--- src/rtl/cpu_mem_pkg.sv ---
// Shared definitions for the CPU unified-memory port arbiter.
//   state_t            : arbiter FSM states (IDLE, IF_ACC, DM_ACC, DONE)
//   REQ_IF / REQ_DM    : requester identifiers used for grant/owner tracking
//   DEF_ADDR_W/DATA_W  : default address and data widths
package cpu_mem_pkg;

  localparam int DEF_ADDR_W = 32;
  localparam int DEF_DATA_W = 32;

  localparam logic REQ_IF = 1'b0;
  localparam logic REQ_DM = 1'b1;

  typedef enum logic [1:0] {
    IDLE   = 2'd0,
    IF_ACC = 2'd1,
    DM_ACC = 2'd2,
    DONE   = 2'd3
  } state_t;

endpackage

--- src/rtl/arb_streak_ctr.sv ---
// Grant selection between fetch and data requesters plus the saturating
// streak counter that bounds how many data grants may pass a waiting fetch.
// Ports:
//   clk, rst        : clock, asynchronous active-high reset
//   arb_en          : arbitration is being taken this cycle (arbiter idle)
//   if_req, dm_req  : requests from fetch and data ports
//   grant           : some requester would be granted
//   grant_id        : REQ_IF or REQ_DM, function of (if_req, dm_req, streak)
module arb_streak_ctr
  import cpu_mem_pkg::*;
#(
  parameter int MAX_DM_STREAK = 4
) (
  input  logic clk,
  input  logic rst,
  input  logic arb_en,
  input  logic if_req,
  input  logic dm_req,
  output logic grant,
  output logic grant_id
);

  localparam int STREAK_W = (MAX_DM_STREAK < 1) ? 1 : $clog2(MAX_DM_STREAK + 1);
  localparam logic [STREAK_W-1:0] STREAK_MAX = STREAK_W'(MAX_DM_STREAK);

  logic [STREAK_W-1:0] streak_reg;
  logic [STREAK_W-1:0] streak_next;
  logic                streak_full;

  assign streak_full = (streak_reg == STREAK_MAX);

  // Data wins a tie unless it has already passed a waiting fetch
  // MAX_DM_STREAK times in a row.
  always_comb begin
    grant    = if_req | dm_req;
    grant_id = REQ_IF;
    if (dm_req && !(if_req && streak_full)) begin
      grant_id = REQ_DM;
    end
  end

  // Streak only counts data grants that actually overtook a pending fetch;
  // a data grant with no fetch waiting starts a fresh window.
  always_comb begin
    streak_next = streak_reg;
    if (arb_en && grant) begin
      if (grant_id == REQ_IF || !if_req) begin
        streak_next = '0;
      end else if (!streak_full) begin
        streak_next = streak_reg + 1'b1;
      end
    end
  end

  always_ff @(posedge clk or posedge rst) begin
    if (rst) begin
      streak_reg <= '0;
    end else begin
      streak_reg <= streak_next;
    end
  end

endmodule

--- src/rtl/mem_port_arbiter.sv ---
// Shares one single-port, variable-latency memory between the CPU fetch
// port and data port, returns registered read data to the issuing port and
// generates the pipeline stall.
// Ports:
//   clk, rst                          : clock, asynchronous active-high reset
//   if_req/if_addr                    : fetch request (held until if_done)
//   if_done/if_rdata                  : fetch completion pulse, fetch data
//   dm_req/dm_we/dm_addr/dm_wdata     : data request (held until dm_done)
//   dm_done/dm_rdata                  : data completion pulse, read data
//   mem_req/mem_we/mem_addr/mem_wdata : registered memory command
//   mem_rdata/mem_ready               : memory response
//   cpu_stall                         : hold PC / pipeline registers
//   err_timeout                       : sticky access-timeout flag
module mem_port_arbiter
  import cpu_mem_pkg::*;
#(
  parameter int ADDR_W        = DEF_ADDR_W,
  parameter int DATA_W        = DEF_DATA_W,
  parameter int MAX_DM_STREAK = 4,
  parameter int TIMEOUT       = 255
) (
  input  logic              clk,
  input  logic              rst,
  input  logic              if_req,
  input  logic [ADDR_W-1:0] if_addr,
  output logic              if_done,
  output logic [DATA_W-1:0] if_rdata,
  input  logic              dm_req,
  input  logic              dm_we,
  input  logic [ADDR_W-1:0] dm_addr,
  input  logic [DATA_W-1:0] dm_wdata,
  output logic              dm_done,
  output logic [DATA_W-1:0] dm_rdata,
  output logic              mem_req,
  output logic              mem_we,
  output logic [ADDR_W-1:0] mem_addr,
  output logic [DATA_W-1:0] mem_wdata,
  input  logic [DATA_W-1:0] mem_rdata,
  input  logic              mem_ready,
  output logic              cpu_stall,
  output logic              err_timeout
);

  localparam int TIMER_W = (TIMEOUT < 2) ? 1 : $clog2(TIMEOUT + 1);

  state_t             state_reg;
  logic               owner_reg;
  logic [TIMER_W-1:0] timer_reg;
  logic               arb_en;
  logic               grant;
  logic               grant_id;
  logic               timer_last;

  assign arb_en = (state_reg == IDLE);

  // The current wait cycle is the TIMEOUT-th one without mem_ready.
  assign timer_last = (timer_reg == TIMER_W'(TIMEOUT - 1));

  arb_streak_ctr #(
    .MAX_DM_STREAK(MAX_DM_STREAK)
  ) u_arb (
    .clk     (clk),
    .rst     (rst),
    .arb_en  (arb_en),
    .if_req  (if_req),
    .dm_req  (dm_req),
    .grant   (grant),
    .grant_id(grant_id)
  );

  always_ff @(posedge clk or posedge rst) begin
    if (rst) begin
      state_reg   <= IDLE;
      owner_reg   <= REQ_IF;
      timer_reg   <= '0;
      mem_req     <= 1'b0;
      mem_we      <= 1'b0;
      mem_addr    <= '0;
      mem_wdata   <= '0;
      if_rdata    <= '0;
      dm_rdata    <= '0;
      err_timeout <= 1'b0;
    end else begin
      case (state_reg)
        IDLE: begin
          if (grant) begin
            owner_reg <= grant_id;
            timer_reg <= '0;
            mem_req   <= 1'b1;
            if (grant_id == REQ_DM) begin
              mem_we    <= dm_we;
              mem_addr  <= dm_addr;
              mem_wdata <= dm_wdata;
              state_reg <= DM_ACC;
            end else begin
              mem_we    <= 1'b0;
              mem_addr  <= if_addr;
              state_reg <= IF_ACC;
            end
          end
        end
        IF_ACC, DM_ACC: begin
          if (mem_ready) begin
            mem_req   <= 1'b0;
            state_reg <= DONE;
            if (state_reg == IF_ACC) begin
              if_rdata <= mem_rdata;
            end else if (!mem_we) begin
              dm_rdata <= mem_rdata;
            end
          end else begin
            timer_reg <= timer_reg + 1'b1;
            if (timer_last) begin
              // Abort: the requester still gets its done pulse, with zero
              // read data and the sticky error flag raised.
              mem_req     <= 1'b0;
              err_timeout <= 1'b1;
              state_reg   <= DONE;
              if (state_reg == IF_ACC) begin
                if_rdata <= '0;
              end else if (!mem_we) begin
                dm_rdata <= '0;
              end
            end
          end
        end
        DONE: begin
          // No arbitration here, giving the requester one cycle to drop or
          // replace its request before the next grant.
          timer_reg <= '0;
          state_reg <= IDLE;
        end
        default: begin
          state_reg <= IDLE;
        end
      endcase
    end
  end

  assign if_done = (state_reg == DONE) && (owner_reg == REQ_IF);
  assign dm_done = (state_reg == DONE) && (owner_reg == REQ_DM);

  // Gated by rst so the pipeline is released the moment reset is applied,
  // even while a requester still holds its request.
  assign cpu_stall = ~rst & ((if_req & ~if_done) | (dm_req & ~dm_done));

endmodule

--- config.mk ---
export PLATFORM = sky130hd
export DESIGN_NAME = mem_port_arbiter
export DESIGN_NICKNAME = d
export VERILOG_FILES = /design/src/rtl/cpu_mem_pkg.sv /design/src/rtl/arb_streak_ctr.sv /design/src/rtl/mem_port_arbiter.sv
export SDC_FILE = /design/constraint.sdc
export NUM_CORES = 1
export LEC_CHECK = 0
export ABC_AREA = 1
export BUFFER_PORTS_ARGS = -buffer_cell sky130_fd_sc_hd__buf_4
export CAP_MARGIN = 10
export CORE_MARGIN = 3
export CORE_UTILIZATION = 29
export CTS_CLUSTER_DIAMETER = 150
export DETAILED_ROUTE_END_ITERATION = 8
export GPL_TIMING_DRIVEN = 0
export SLEW_MARGIN = 10
export SYNTH_ARGS = -nofsm -noshare
export SYNTH_HDL_FRONTEND = slang
export SYNTH_HIERARCHICAL = 1
export SYNTH_SLANG_ARGS = --single-unit
--- constraint.sdc ---
create_clock -name clk -period 4.5 [get_ports clk]
set_clock_uncertainty 0.15 [all_clocks]
set_input_delay 0.675 -clock clk [delete_from_list [all_inputs] [get_ports clk]]
set_output_delay 0.675 -clock clk [all_outputs]
set_load 0.01 [all_outputs]
# Word level (Yosys, flattened, before mapping)
# Index checks and enable logic that the tools add are counted.
totals:
  register_bits: 145
  in_bits: 134
classes:
  n_addsub: 2
  n_eq_ne: 11
  muxes: 27
  n_bitwise: 12
  reduce_logical: 21
op_table:
  columns: ["cell", "n"]
  rows:
  - ["32-bit 2-to-1 mux", 11]
  - ["8-bit one-hot mux with 3 select lines", 1]
  - ["8-bit 2-to-1 mux", 2]
  - ["3-bit AND reduction", 4]
  - ["2-bit inequality test (second input constant)", 5]
  - ["8-bit by 1-bit adder with 8-bit output (second input constant)", 1]
  - ["8-bit equality test (second input constant)", 1]
  - ["2-bit 2-to-1 mux", 4]
  - ["2-bit AND reduction", 4]
  - ["1-bit inverter", 7]
  - ["3-bit 2-to-1 mux", 2]
  - ["2-bit one-hot mux with 3 select lines", 1]
  - ["1-bit logical AND", 5]
  - ["1-bit 2-to-1 mux", 5]
  - ["5-bit AND reduction", 1]
  - ["2-bit equality test (second input constant)", 2]
  - ["2-bit nonzero test", 2]
  - ["3-bit by 1-bit adder with 3-bit output (second input constant)", 1]
  - ["1-bit bitwise AND", 3]
  - ["3-bit equality test (second input constant)", 1]
  - ["3-bit inequality test (second input constant)", 1]
  - ["2-bit by 1-bit equality test with 1-bit output (second input constant)", 1]
  - ["1-bit logical NOT", 2]
  - ["2-bit logical NOT", 1]
  - ["other kinds (4)", 5]

# Longest topological paths before layout
depth:
  depth_word: 9
  depth_mapped: 10

# By module
# Netlist, hierarchy kept.
modules_own_cells:
  columns: ["module", "instances", "cells_each", "area_each_um2", "seq_area_each_um2"]
  rows:
  - ["mem_port_arbiter", 1, 708, 6451.2, 3553.4]
  - ["arb_streak_ctr", 1, 32, 217.7, 75.1]

# Least setup slack after synthesis
# No wires, ideal clock.
synth_timing:
  kind: "input -> register"
  from: "input if_req"
  to: "register mem_wdata[10]"
  setup_time_ns: 0.125
  t_arrival_ns: 1.758
  required_time_ns: 4.225
  path_slack_ns: 2.466
  path_stages: 7
  cell_sequence: "nor2_2 -> inv_1 -> nand2_2 -> clkinv_2 -> nand2_4 -> buf_6 -> mux2_4"
synth_via:
  word_cells_on_any_way: 6
synth_rtl:
  columns: ["item", "line", "source"]
  rows:
  - ["from (decl)", "mem_port_arbiter.sv:24", "input logic if_req,"]
  - ["1-bit bitwise OR", "arb_streak_ctr.sv:35", "grant = if_req | dm_req;"]
  - ["net grant", "mem_port_arbiter.sv:50", "logic grant;"]
  - ["3-bit AND reduction (no source line)", null, null]
  - ["to (signal assigned)", "mem_port_arbiter.sv:93", "mem_wdata <= dm_wdata;"]
  - ["to (decl)", "mem_port_arbiter.sv:37", "output logic [DATA_W-1:0] mem_wdata,"]
# The timed path passes the listed nets, and every way through them passes these cells.
# A chain may end at the register's enable or synchronous reset.

# Final worst setup path
layout_timing:
  from: "input rst"
  to: "output cpu_stall"
layout_via:
  elab_chain_len: 2
layout_rtl:
  columns: ["item", "line", "source"]
  rows:
  - ["from (decl)", "mem_port_arbiter.sv:23", "input logic rst,"]
  - ["1-bit inverter", "mem_port_arbiter.sv:145", "assign cpu_stall = ~rst & ((if_req & ~if_done) | (dm_req & ~dm_done));"]
  - ["1-bit bitwise AND", "mem_port_arbiter.sv:145", null]
  - ["to (decl)", "mem_port_arbiter.sv:40", "output logic cpu_stall,"]
# No other way between the ends.

==> summary.md <==
| Metric | Value |
|---|---|
| Status | finished clean |
| Clock slew at reported path FFs | roughly 60 ps |
| Clk Latency, worst-skew pair | a little over 400 ps |
| TNS Setup | 0 ps |
| First-pass GRT wire length | 34,200 um |
| Clock buffer count from CTS | 17 |
| Congestion Overflow GR | 0 |
| DR iter-0 viols | 281 |
| Vias in the first global route | approximately 6,300 |
| CTS Sinks | around 150 |
| Worst Setup Slack, final | 2050 ps |
| Post-route cell area | 9690 um^2 |
| Hold WS | 323 ps |
| Cell variety after synth | 27 |
| Vias per cell | 4.67 |
| TritonRoute pass-1 iters | 4 |
| Die Wd | between 150 and 200 um |
| Area Overhead vs Synth | 45.2% |
| Worst slack, placed | between 2000 and 2500 ps |
| P_int | between 4 and 5 mW |
| EDFF count, synth | 0 |
| Area of placed instances | approximately 9100 um^2 |
| Peak Freq | 0.407 GHz |
| Nets | between 1,000 and 1,500 |
| Total track usage | 0.175 |
| Worst Path Arrival | around 1600 ps |
| Switch Pwr | around 2.6 mW |
| Routed Antenna Nets | 0 |
| Comb pwr share | 0.454 |
| Initial Utilization | 0.300 |
| Die ar. | roughly 25,000 um^2 |
| Commonest non-fill, non-tap cell in the layout | buf_4 |
| Pins Over Slew Limit | 0 |
| Longest Clk Path Bufs | 2 |
| Worst Reg-to-Reg Cells | 10 |
| Most frequent cells in the layout | buf_4 (267), nand2_1 (230), dfrtp_1 (145) |
| Final min period | between 2000 and 2500 ps |
| H-tree Lvls | 4 |
| Post-DP HPWL | 16,700 um |
| Largest net degree at the start of global routing | 34 |
| Flop pwr share | 0.338 |
| Yosys warns | 6 |
| Worst setup SP type | input pin |
| Num rows | between 50 and 60 |
| Final Hold Viols | 0 |
| Wirelength, routed | 21,900 um |
| Critical path, cell by cell | dlygate4sd3_1, buf_4, a21oi_1, buf_4 |
| DRC viols | 0 |
| Yosys reg bits | between 100 and 150 |
| GP Congestion | ~0.81 |
| Max stage delay on crit path | roughly 540 ps |
| Peak supply drop | 265 uV |
| CTS resizes | 0 |
| Crit Path Max Fanout | 3 |
| Synth Area per Inst | roughly 9.0 um^2 |
| Top-area cell type share of the netlist area | 0.544 |
| ANT cells | 0 |
| Yosys top cell by area | dfrtp_1 |
| Crit path kind | in -> out |
| Max_slew headroom | 0.580 |
| Worst slew pin tran | 630 ps |
| Crit-path leading delay family | buffers and inverters |
| Synth Instances | 740 |
| Syn_nets | just under 900 |
| Critical path's slowest cell | dlygate4sd3_1 |
| Max_cap viols | 0 |
| Pwr/cell area | ~700 nW/um^2 |
| TritonCTS clock tree | yes |
| Cell area after synthesis | 6670 um^2 |
| CP Capture Type | output pin |
| Root Buffer | clkbuf_16 |
| Top-level I/O count | 268 |
| Crit path buf inv count | 3 |
| Post-layout util | 0.436 |
| Layout cells sized above 1 | 0.359 |
| Final period util | 0.545 |
| Setup Viol. Count Final | 0 |
| IO buf count | around 270 |
| Die span in y | between 150 and 200 um |
| Static leakage | roughly 5.3 nW |
| Crit path depth | 4 |
| HP Class | reg -> reg |
| Post-synth ARST share | 1.00 |
| Critical Path Most Common Cell | buf_4 |
| Net Sw Frac | 0.390 |
| Clock power frac | 0.209 |
| Via Count | 6,176 |
| RSZ-0062 raised after global routing | no |
| Hold path cells | 2 |
| Main synth FF type | dfrtp_1 |
| Sequential fraction of the synthesis area | 0.544 |
| Initial antenna violation count | 0 |
| Wire per inst | around 17 um |
| Leading post-synthesis cells by cell area | dfrtp_1 (54%), nand2_1 (13%), mux2_4 (6.5%) |
| Core Region | roughly 22,000 um^2 |
| CP required | 3670 ps |
[power groups by stage]
stage,clock [mW],combinational [mW],sequential (mW)
floorplan,0,1.38,2.50
global placement,0,3.08,2.29
CTS,1.44,3.13,2.29
global route,1.50,3.41,2.36
detailed placement,0,3.13,2.29
finish,1.41,3.08,2.29
[synth_stat cells, types with 3 or more instances]
cell type,n
nor2_1,50
a21oi_1,68
o21ai_0,7
inv_1,58
nand4_1,68
nand2_1,230
nand2_2,3
buf_6,3
nand3_1,10
mux2_4,29
clkbuf_1,20
dfrtp_1,145
ha_1,7
mux2_2,3
buf_2,23
[metrics by stage]
stage                     instances  total power, mW
after floorplan                 740             3.88
final                          1323             6.78
after global placement         1287             5.37
after CTS                      1323             6.87
after global routing           1323             7.27
after detailed placement       1291             5.43
[final timing paths]
kind / start / end / slack [ps]
max: rst / cpu_stall / 2050
min: dm_rdata[11]$_DFFE_PP0P_ / dm_rdata[11]$_DFFE_PP0P_ / 320
max reg2reg: u_arb/streak_reg[0]$_DFFE_PP0P_ / mem_addr[7]$_DFFE_PP0N_ / 2370
min reg2reg: dm_rdata[11]$_DFFE_PP0P_ / dm_rdata[11]$_DFFE_PP0P_ / 320
max in group asynchronous: rst / if_rdata[8]$_DFFE_PP0P_ / 2670
min in group asynchronous: rst / u_arb/streak_reg[2]$_DFFE_PP0P_ / 570
[layout make-up]
| cell class | instances | area (um^2) |
|---|---|---|
| Buffer | 47 | 228 |
| Clock buffer | 18 | 429 |
| Clock inverter | 13 | 139 |
| Fill cell | 2233 | 12500 |
| Inverter | 61 | 234 |
| Multi-Input combinational cell | 487 | 2580 |
| Sequential cell | 145 | 3630 |
| Tap cell | 280 | 350 |
| Timing Repair Buffer | 272 | 2090 |
[kinds of logic after synthesis]
| family | Yosys count | synth area share |
|---|---|---|
| compound gates | 77 | 0.0587 |
| flops | 145 | 0.544 |
| mux | 32 | 0.0704 |
| fa+ha+maj | 7 | 0.0131 |
| simple gates | 369 | 0.242 |
| buf+inv | 108 | 0.0687 |
| xor+xnor | 2 | 0.00263 |
[worst register-to-register path: cells and delay by family (launching register included)]
kind                     cells  cell delay (ps)
AO/OA/AOI/OAI                2              290
adder cells (fa/ha/maj)      1              160
buffers and inverters        5              910
flip-flops                   1              390
AND/OR/NAND/NOR              2              140
[routing by layer]
metal  global-route usage  part of all wire  wire length (um)  up-vias
li1                     -                 -                 -     2991
met4               0.0417             0.010               227        0
met3               0.0637             0.097              2120       16
met2                0.292              0.48             10400      251
met5                    0                 0                 0        -
met1                0.217              0.42              9150     2918
[what timing repair did]
item	CTS	global route
hold buffers	1	0
buffers inserted	0	0
endpoints found under the hold margin	3	0
Power figures use the tool's default switching activity.
